[src/rtl/exc_seq.sv]
`default_nettype none
// ============================================================================
//  Module      : exc_seq
//  Description : Exception/interrupt entry and ERET sequencer for the 5-stage
//                MIPS pipeline. Freezes the pipeline, drains multi-cycle units
//                (bounded by DRAIN_MAX), flushes F/D/E/M and redirects fetch to
//                the handler or to the latched EPC. Optional build macro:
//                EXC_SEQ_STATS_EN enables saturating exception/ERET counters.
//  Revision    : 1.0 - initial release
// ============================================================================
module exc_seq #(
    parameter logic [31:0] HANDLER_PC = 32'h0000_4180,
    parameter int          DRAIN_MAX  = 8
) (
    input  logic        clk,
    input  logic        reset,
    input  logic        req,
    input  logic        eret_m,
    input  logic [31:0] epc,
    input  logic        stall_in,
    output logic        hold,
    output logic        flush,
    output logic        redirect,
    output logic [31:0] redirect_pc,
    output logic        exclr,
    output logic        active,
    output logic        drain_timeout,
    output logic [15:0] exc_cnt,
    output logic [15:0] eret_cnt
);

    localparam int CNT_W = $clog2(DRAIN_MAX + 1);
    localparam logic [CNT_W-1:0] c_CNT_MAX = CNT_W'(DRAIN_MAX);

    localparam logic [2:0] c_IDLE       = 3'd0;
    localparam logic [2:0] c_DRAIN_EXC  = 3'd1;
    localparam logic [2:0] c_DRAIN_ERET = 3'd2;
    localparam logic [2:0] c_FLUSH_EXC  = 3'd3;
    localparam logic [2:0] c_FLUSH_ERET = 3'd4;

    logic [2:0]       state_q, state_d;
    logic [CNT_W-1:0] cnt_q, cnt_d;
    logic [31:0]      epc_q, epc_d;
    logic             drain_timeout_q, drain_timeout_d;

    logic             w_idle;
    logic             w_drain_done;
    logic             w_flush_exc;
    logic             w_flush_eret;

    assign w_idle       = (state_q == c_IDLE);
    assign w_drain_done = ~stall_in | (cnt_q == c_CNT_MAX);
    assign w_flush_exc  = (state_q == c_FLUSH_EXC);
    assign w_flush_eret = (state_q == c_FLUSH_ERET);

    always_comb begin
        state_d         = state_q;
        cnt_d           = cnt_q;
        epc_d           = epc_q;
        drain_timeout_d = drain_timeout_q;
        case (state_q)
            c_IDLE: begin
                // req has priority: a simultaneous ERET is the faulting instruction
                if (req) begin
                    state_d = stall_in ? c_DRAIN_EXC : c_FLUSH_EXC;
                    cnt_d   = '0;
                end else if (eret_m) begin
                    state_d = stall_in ? c_DRAIN_ERET : c_FLUSH_ERET;
                    cnt_d   = '0;
                    epc_d   = epc;
                end
            end
            c_DRAIN_EXC, c_DRAIN_ERET: begin
                if (w_drain_done) begin
                    state_d = (state_q == c_DRAIN_EXC) ? c_FLUSH_EXC : c_FLUSH_ERET;
                    if (stall_in) begin
                        drain_timeout_d = 1'b1;
                    end
                end else begin
                    cnt_d = cnt_q + CNT_W'(1);
                end
            end
            c_FLUSH_EXC, c_FLUSH_ERET: begin
                state_d = c_IDLE;
            end
            default: begin
                state_d = c_IDLE;
            end
        endcase
    end

    always_ff @(posedge clk) begin
        if (reset) begin
            state_q         <= c_IDLE;
            cnt_q           <= '0;
            epc_q           <= '0;
            drain_timeout_q <= 1'b0;
        end else begin
            state_q         <= state_d;
            cnt_q           <= cnt_d;
            epc_q           <= epc_d;
            drain_timeout_q <= drain_timeout_d;
        end
    end

    // The acceptance term is masked during reset since nothing is accepted then
    assign hold          = ~w_idle | (~reset & (req | eret_m));
    assign active        = ~w_idle;
    assign flush         = w_flush_exc | w_flush_eret;
    assign redirect      = w_flush_exc | w_flush_eret;
    assign exclr         = w_flush_eret;
    assign redirect_pc   = w_flush_exc  ? HANDLER_PC :
                           w_flush_eret ? epc_q      : 32'h0;
    assign drain_timeout = drain_timeout_q;

`ifdef EXC_SEQ_STATS_EN
    logic [15:0] exc_cnt_q, exc_cnt_d;
    logic [15:0] eret_cnt_q, eret_cnt_d;

    always_comb begin
        exc_cnt_d  = exc_cnt_q;
        eret_cnt_d = eret_cnt_q;
        if (w_flush_exc && (exc_cnt_q != 16'hFFFF)) begin
            exc_cnt_d = exc_cnt_q + 16'd1;
        end
        if (w_flush_eret && (eret_cnt_q != 16'hFFFF)) begin
            eret_cnt_d = eret_cnt_q + 16'd1;
        end
    end

    always_ff @(posedge clk) begin
        if (reset) begin
            exc_cnt_q  <= 16'h0;
            eret_cnt_q <= 16'h0;
        end else begin
            exc_cnt_q  <= exc_cnt_d;
            eret_cnt_q <= eret_cnt_d;
        end
    end

    assign exc_cnt  = exc_cnt_q;
    assign eret_cnt = eret_cnt_q;
`else
    assign exc_cnt  = 16'h0;
    assign eret_cnt = 16'h0;
`endif

endmodule
`default_nettype wire

[config.mk]
export PLATFORM = sky130hd
export DESIGN_NAME = exc_seq
export DESIGN_NICKNAME = d
export VERILOG_FILES = /design/src/rtl/exc_seq.sv
export SDC_FILE = /design/constraint.sdc
export NUM_CORES = 1
export LEC_CHECK = 0
export CAP_MARGIN = 30
export CORE_ASPECT_RATIO = 1.1
export CORE_UTILIZATION = 41
export CTS_CLUSTER_SIZE = 16
export DETAILED_ROUTE_END_ITERATION = 12
export PLACE_DENSITY_LB_ADDON = 0.12
export SETUP_SLACK_MARGIN = 0.2
export SKIP_LAST_GASP = 1
export SYNTH_ARGS = -nofsm -noshare
export SYNTH_HDL_FRONTEND = slang
export SYNTH_SLANG_ARGS = --single-unit
[constraint.sdc]
create_clock -name clk -period 2.1 [get_ports clk]
set_input_delay 0.63 -clock clk [delete_from_list [all_inputs] [get_ports clk]]
set_output_delay 0.63 -clock clk [all_outputs]
set_load 0.05 [all_outputs]
==> results of run 1 <==
logic make-up after synthesis:
family | synth area share (%)
AND/OR/NAND/NOR | 26.8
buffers and inverters | 19.0
AO/OA/AOI/OAI | 15.1
flip-flops | 36.6
adder cells (fa/ha/maj) | 1.71
XOR/XNOR | 0.743
other | 0.171
sequential cells by signal (all words and copies together) (netlist names):
register,flops
epc_q,32
cnt_q,4
state_q,3
drain_timeout,1
final cells by class:
type                    instances  area, um^2
repair buffers                 98        1340
flip-flops and latches         40         812
well taps                      58        72.6
multi-input cells             213        1160
clock inverters                 2        35.0
fillers                       418        1550
inverters                       7        28.8
clock buffers                   6        72.6
cell usage in the layout (no fill, tap or decap), types with 2 or more instances in the layout:
master	synthesis	routed
nand2_1	66	66
a21oi_1	38	38
buf_12	0	38
dfxtp_1	40	37
clkdlybuf4s50_1	0	33
conb_1	1	32
and3_2	0	29
buf_4	34	18
nor2_1	8	7
inv_1	7	5
o21ai_0	6	5
clkbuf_8	1	5
buf_8	0	4
a21o_2	0	3
nand3_1	3	3
nor2b_1	3	3
ha_1	3	3
dlygate4sd2_1	0	3
dfxtp_4	0	3
nor3_4	1	2
o31ai_1	2	2
buf_6	6	2
stage by stage:
stage / cell area [um^2] / setup TNS, ns / hold WS [ns] / util, % / setup slack [ns]
after detailed placement: 3270 / -0.0781 / 0.442 / 64.5 / -0.0713
after global placement: 3270 / -0.00493 / 0.437 / 64.5 / -0.00493
final: 3520 / 0 / 0.451 / 69.4 / 0.0946
after CTS: 3450 / 0 / 0.452 / 68.0 / 0.102
after global routing: 3520 / 0 / 0.474 / 69.4 / 0.0392
after floorplan: 2380 / -0.0341 / 0.429 / - / -0.0341
metal layers:
layer	vias to the layer above	share of wire (%)	global-route usage, %	wire length (um)
met5	-	0	0	0
met4	0	0.70	4.71	39
met3	2	5.2	3.47	290
met2	81	52	34.8	2880
met1	970	42	26.1	2320
li1	1033	-	-	-
worst max-delay path by stage:
stage,from,to,slack (ns),depth (start not counted)
6_report,state_q[0],redirect_pc[1],0.09,4
5_1_grt,state_q[1],redirect,0.04,4
4_1_cts,state_q[1],redirect,0.10,4
3_5_place_dp,req,cnt_q[0],-0.07,6
3_3_place_gp,req,hold,-0.005,4
2_1_floorplan,state_q[2],redirect,-0.03,5
tightest hold or removal path: stages (launching register included):
cell and delay [ns]:
dfxtp_1 0.31, nand2_1 0.05, a21oi_1 0.05
what timing repair did:
| item | in CTS | in global routing |
|---|---|---|
| hold buffers | 0 | 0 |
| resized for setup | 17 | 8 |
| endpoints found under the setup margin | 37 | 36 |
| pin swaps | 5 | 7 |
| buffers inserted | 3 | 6 |
| cloned | 1 | 0 |
where the power goes:
group          internal [uW]  leakage (uW)  switching [uW]
sequential               809      0.000327            36.1
combinational            337       0.00113             492
clock                    353     0.0000552             259
==> run_results.csv, run 1 <==
group,metric,value,unit
run_status,status,"finished clean",
synth,synth-edff-count,0,
layout,drive_above_1_share,32.0,%
worst_setup_path,timing.rr.end,"cnt_q[2]",
clock_network,clk_pin_slew,0.08,ns
timing,slew_violations,0,
pwr,vdd_drop_max,0.510,mV
drt,wl_per_cell,13.0,um
pwr,finalPower,2290,uW
clock_network,clkSinkCount,40,
synth,synth-async-reset-ratio,0,%
synth,avgSynthCellArea,7.74,um^2
worst_setup_path,critPathMaxFanout,15,
clock_network,numCtsBuffers,5,
timing,rsz0062_at_grt,"true",
global_routing,track_usage,20.2,%
global_routing,grt_pass1_wl,9.03,mm
hold_path,hp-start,"epc_q[22]",
synth,synth_area_leader_cell,"dfxtp_1",
clock_network,cts_tree,"yes",
drt,ant_nets,0,
worst_setup_path,cp.arrival,1.38,ns
timing,post-route-period-util,95.5,%
timing,finalCriticalPeriod,2.01,ns
floorplan,io_pins,107,
synth,synthTopCellsByArea,"dfxtp_1 (37%), buf_4 (12%), nand2_1 (11%), and3_1 (8.9%), a21oi_1 (8.7%)",
worst_setup_path,cp_data_required_time,1.47,ns
worst_setup_path,crit_path_cell_trace,"nor2_4, buf_8, and3_2, buf_12",
pwr,powerDensity,650,nW/um^2
worst_setup_path,endpoint_kind,"output port",
floorplan,chipHeight,78.7,um
floorplan,fp.coreArea,5070,um^2
global_routing,grt-ovfl-total,0,
pwr,power_leakage,0.00151,uW
placement,globalplace.congestion,0.845,
global_routing,antenna_found_initial,0,
synth,syn-cell-area,2190,um^2
layout,synthToLayoutAreaGrowth,60.5,%
global_routing,grt_max_degree,33,
clock_network,cts-root-buf,"clkbuf_8",
timing,hold_viol_final,0,
timing,fin_skew,0.00672,ns
worst_setup_path,path_delay_family,"simple AND/OR/NAND/NOR gates",
worst_setup_path,critPathSlowestCell,"dfxtp_4",
floorplan,rows,27,
synth,synthDistinctLibCells,36,
timing,fmax,0.499,GHz
timing,final-setup-viol-count,0,
worst_setup_path,max_stage_delay,0.38,ns
drt,drt-total-wl,5.53,mm
clock_network,insertion_delay,0.28,ns
synth,ys_top_cells_by_count,"nand2_1 (66), dfxtp_1 (40), a21oi_1 (38)",
flow_run,cap_violations,0,
worst_setup_path,worstSetupPathType,"reg2out",
synth,syn_inst,283,
clock_network,clockBufferDepth,2,
synth,seq_area_frac_synth,36.6,%
floorplan,dieArea,5640,um^2
worst_setup_path,ff2ff_path_depth,6,
drt,vias_per_cell,4.92,
worst_setup_path,cp-start-kind,"flop",
global_routing,first_global_vias,1906,
layout,fin_nets,405,
hold_path,hold_path_depth,2,
worst_setup_path,timing.rr.start,"cnt_q[0]",
drt,drc,0,
synth,yosys.cell_count.top_type,"nand2_1",
floorplan,die_w,71.7,um
placement,dp.cells,406,
drt,vias,2086,
hold_path,worst_hold_path.endpoint,"epc_q[22]",
hold_path,min_path_type,"reg2reg",
layout,diodes,0,
layout,final_cells,424,
worst_setup_path,cp_num_buf_inv,2,
synth,synth-seq-cells,40,
worst_setup_path,r2r_slack,0.43,ns
placement,hpwl,3.76,mm
drt,drt_iter0_markers,139,
clock_network,h-tree-depth,2,
floorplan,start_util,43.2,%
synth,ys_warn_count,0,
drt,firstDrtPassIters,4,
placement,portBuffers,74,
synth,yosysTopAreaCellShare,36.6,%
synth,synth_top_flop_cell,"dfxtp_1",
Note: power is estimated with default switching activity, not from simulation.
==> run 2: changes to the inputs <==
TNS_END_PERCENT = 100   (was default)
==> results of run 2 <==
Same layout as run 1: the final DEF is identical, and so are final timing and power.
==> run 3: changes to the inputs <==
CAP_MARGIN = 10   (was 30)
==> results of run 3 <==
Same layout as run 1: the final DEF is identical, and so are final timing and power.
==> RTL edit 1 (settings of run 2) <==
Change the parameter `DRAIN_MAX` from 8 to 4.
--- a/src/rtl/exc_seq.sv
+++ b/src/rtl/exc_seq.sv
@@ -11,5 +11,5 @@
 module exc_seq #(
     parameter logic [31:0] HANDLER_PC = 32'h0000_4180,
-    parameter int          DRAIN_MAX  = 8
+    parameter int          DRAIN_MAX  = 4
 ) (
     input  logic        clk,
Behaviour: not the same (a bounded check fails within 10 cycles, from zero or initial values and one cycle with reset high).
==> RTL edit 1 against run 2 <==
Routed wire length is 6.6% lower. Global-route usage is 0.098 points higher. Clock skew is 0.0014 ns higher. Sequential cell count is 1 lower. Setup slack worse by 0.0021 ns. Total power is 3.2% higher. Combinational power is 4.0% higher. Critical path depth stayed put. Non-clock buffer count is 6 lower. Die area is 4.5% lower. Synthesized area is 4.6% lower. Final area is 3.1% lower. Register-to-register slack worse by 0.02 ns. Critical path type unchanged. Largest cell class unchanged.
==> RTL edit 1: results (changes against run 2) <==
pre-CTS WS=-0.1755 ns (-0.1042 ns); power per cell area=691.7 nW/um^2 (+6.4%); Critical Path Sink=redirect_pc[9]; Clock-cell share=3.451% (+0.39 points); area occupied by multi-input gates=1137 sq um (-2.0%); seq pwr=0.000846 W (about the same); Hold EP=epc_q[9]$_SDFFE_PP0P_; Static Leak=1.438 nW (-4.7%); Initial DRC Count=64 (-54%); HP Start=epc_q[9]$_SDFFE_PP0P_; outcome=complete, no violations; CP top delay family=flip-flops; Max VDD drop=0.3558 mV (-30%); Die X=70.07 um (-2.3%); Layout fillers=392 (-6.2%); routed via count=1897 (-9.1%); Non-clk bufs=92 (-6.1%); Inverters=6 (-1); r2r setup slk=0.41 ns (-0.02 ns); worst clock skew=0.008145 ns (+0.001424 ns); register area=792.0 sq um (-2.5%); post-synthesis sequential area ratio=37.37% (+0.81 points); Sw Share=35.28% (+0.84 points); final worst-path cycle share=95.60% (+0.10 points); dominant cells by area after synthesis=dfxtp_1 37%, buf_4 12%, nand2_1 12%; Nets=383 (-5.4%); post-detail-place hpwl=3601 um (-4.2%); GP Congestion=0.8506 (+0.70%); multi-input gates=199 (-6.6%)
-- RTL edit 1: cell count changes after synthesis, sizes merged, moves of 2 or more --
cell,run 2,this run
a21oi,38,34
nor2b,4,0
o31ai,2,0
nand3,3,1
a311oi,2,0
-- RTL edit 1: cells by family after synthesis --
family,count (synthesis),synth area share (%)
DFF,39,37.37
buffers and inverters,60,19.46
and+or+nand+nor,111,25.03
adders and majority gates,3,1.797
other,1,0.1795
AOI/OAI and AO/OA,52,15.75
xor gates and xnor gates,1,0.4192
-- RTL edit 1: tightest hold or removal path, delay by kind of cell (launching register included) --
family | cells | cell delay [ns]
compound gates | 1 | 0.05
simple gates | 1 | 0.05
flops | 1 | 0.31
-- RTL edit 1: repair_timing --
| item | CTS | global route |
|---|---|---|
| hold endpoints to repair | 0 | 0 |
| pin swaps | 4 | 2 |
| gates resized for setup | 19 | 7 |
| buffers inserted | 5 | 0 |
| gates cloned | 0 | 0 |
| endpoints found under the setup margin | 39 | 37 |
-- RTL edit 1: layer usage --
| metal | part of all wire (%) | GRT usage, % | wire length, um |
|---|---|---|---|
| met1 | 42 | 24.33 | 2185 |
| met3 | 6.8 | 6.439 | 353 |
| met5 | 0 | 0 | 0 |
| met4 | 1.7 | 8.000 | 86 |
| met2 | 49 | 33.46 | 2540 |
-- RTL edit 1: stage by stage --
stage | hold slack (ns) | cells | util, % | setup TNS, ns | instance area [sq um]
detailed placement | 0.4429 | 387 | 66.27 | -0.3806 | 3169
finish | 0.4531 | 400 | 71.27 | 0 | 3408
floorplan | 0.4319 | 298 | - | 0 | 2312
global route | 0.4781 | 400 | 71.27 | 0 | 3408
CTS | 0.4545 | 400 | 70.59 | 0 | 3376
global placement | 0.4378 | 387 | 66.27 | -0.2561 | 3169
==> RTL edit 2 (flow settings as in run 2) <==
Made on the original files. Register the outputs `redirect` and `redirect_pc`; this adds one clock of latency there. The other outputs are not delayed to match.
--- a/src/rtl/exc_seq.sv
+++ b/src/rtl/exc_seq.sv
@@ -108,8 +108,9 @@
     assign active        = ~w_idle;
     assign flush         = w_flush_exc | w_flush_eret;
-    assign redirect      = w_flush_exc | w_flush_eret;
     assign exclr         = w_flush_eret;
-    assign redirect_pc   = w_flush_exc  ? HANDLER_PC :
-                           w_flush_eret ? epc_q      : 32'h0;
+    always_ff @(posedge clk) begin
+        redirect    <= w_flush_exc | w_flush_eret;
+        redirect_pc <= w_flush_exc  ? HANDLER_PC : w_flush_eret ? epc_q      : 32'h0;
+    end
     assign drain_timeout = drain_timeout_q;
 
Function: changed (a bounded check fails within 4 cycles, from zero or initial values and one cycle with reset high).
==> RTL edit 2 against run 2 <==
Worst hold slack got worse by 0.0016 ns. Final area increased by 7.5%. Clock skew decreased by 0.0017 ns. Sequential cell count increased by 33. Clock power increased by 75%. Via count increased by 2.9%. Synthesized area increased by 24%. Combinational power increased by 9.2%. Setup slack improved by 0.10 ns. First-iteration DRC count decreased by 46%. Global-route usage decreased by 3.6 points. Routed wire length increased by 0.31%. Synthesized cell count increased by 7.8%. Total power increased by 53%.
==> RTL edit 2: results (changes against run 2) <==
outcome=complete, no violations; Max VDD drop=0.5798 mV (+14%); most frequent cells after synthesis=73 x dfxtp_1, 69 x nand2_1, 37 x a21oi_1; HP Start=epc_q[1]$_SDFFE_PP0P_; pre-CTS WS=-0.1815 ns (-0.1102 ns); Placed Area=3496 sq um (+7.0%); Largest regs=epc_q x32, redirect_pc x32, cnt_q x4; Critical Path Sink=flush; post-detail-place hpwl=3649 um (-2.9%); Synth Area in Compound Gates=10.10% (-5.0 points); dominant cells by area after synthesis=dfxtp_1 54%, nand2_1 9.5%, buf_4 9.1%; GRT Resource Usage Total=16.60% (-3.6 points); worst clock skew=0.005003 ns (-0.001717 ns); power per cell area=926.0 nW/um^2 (+42%); post-synthesis sequential area ratio=53.63% (+17 points); adder-cell share of the synthesized area=1.377% (-0.34 points); vias in the first global route=1919 (+0.68%); routed via count=2147 (+2.9%); Internal=0.002393 W (+60%); RR Endpoint=cnt_q[3]$_SDFFE_PP0P_; Nets=435 (+7.4%); share of power burned in registers=43.8% (+6.8 points); Max FO, Critical Path=7 (-8); clk_lat worst skew=0.33 ns (+0.05 ns); share of layout cells above drive strength 1=17.04% (-15 points); Hold EP=epc_q[1]$_SDFFE_PP0P_; CTS H-tree lvls=3 (+1); total clock buffers created by CTS=9 (+4); XOR/XNOR Fraction of Synth Area=0.5969% (-0.15 points); hold_ws=0.4490 ns (-0.001597 ns); NetSw=0.001107 W (+41%)
==> RTL edit 2: metal layers <==
layer | part of all wire [%] | up-vias | GRT usage (%)
met5 | 0 | - | 0
met4 | 1.1 | 0 | 7.792
met3 | 5.6 | 4 | 4.712
met2 | 50 | 78 | 28.98
met1 | 44 | 977 | 18.64
li1 | - | 1088 | -
==> RTL edit 2: timing repair <==
item | CTS | global route
setup endpoints to repair | 35 | 6
gates resized for setup | 43 | 12
setup buffers | 4 | 7
pin swaps | 4 | 7
hold endpoints to repair | 0 | 0
==> RTL edit 2: area by class of cell <==
cell class | instances | area, sq um
sequential | 73 | 1475
timing repair buffer | 98 | 912.1
tap | 80 | 100.1
multi-input combinational | 206 | 1072
inverter | 7 | 26.28
fill | 601 | 2526
clock buffer | 10 | 137.6
clock inverter | 5 | 56.30
==> RTL edit 2: worst register-to-register path: stages (launching register included) <==
cell	delay, ns
dfxtp_2	0.36
inv_2	0.05
ha_4	0.14
and3b_2	0.20
or4_4	0.53
a2111o_1	0.39
a21oi_2	0.12
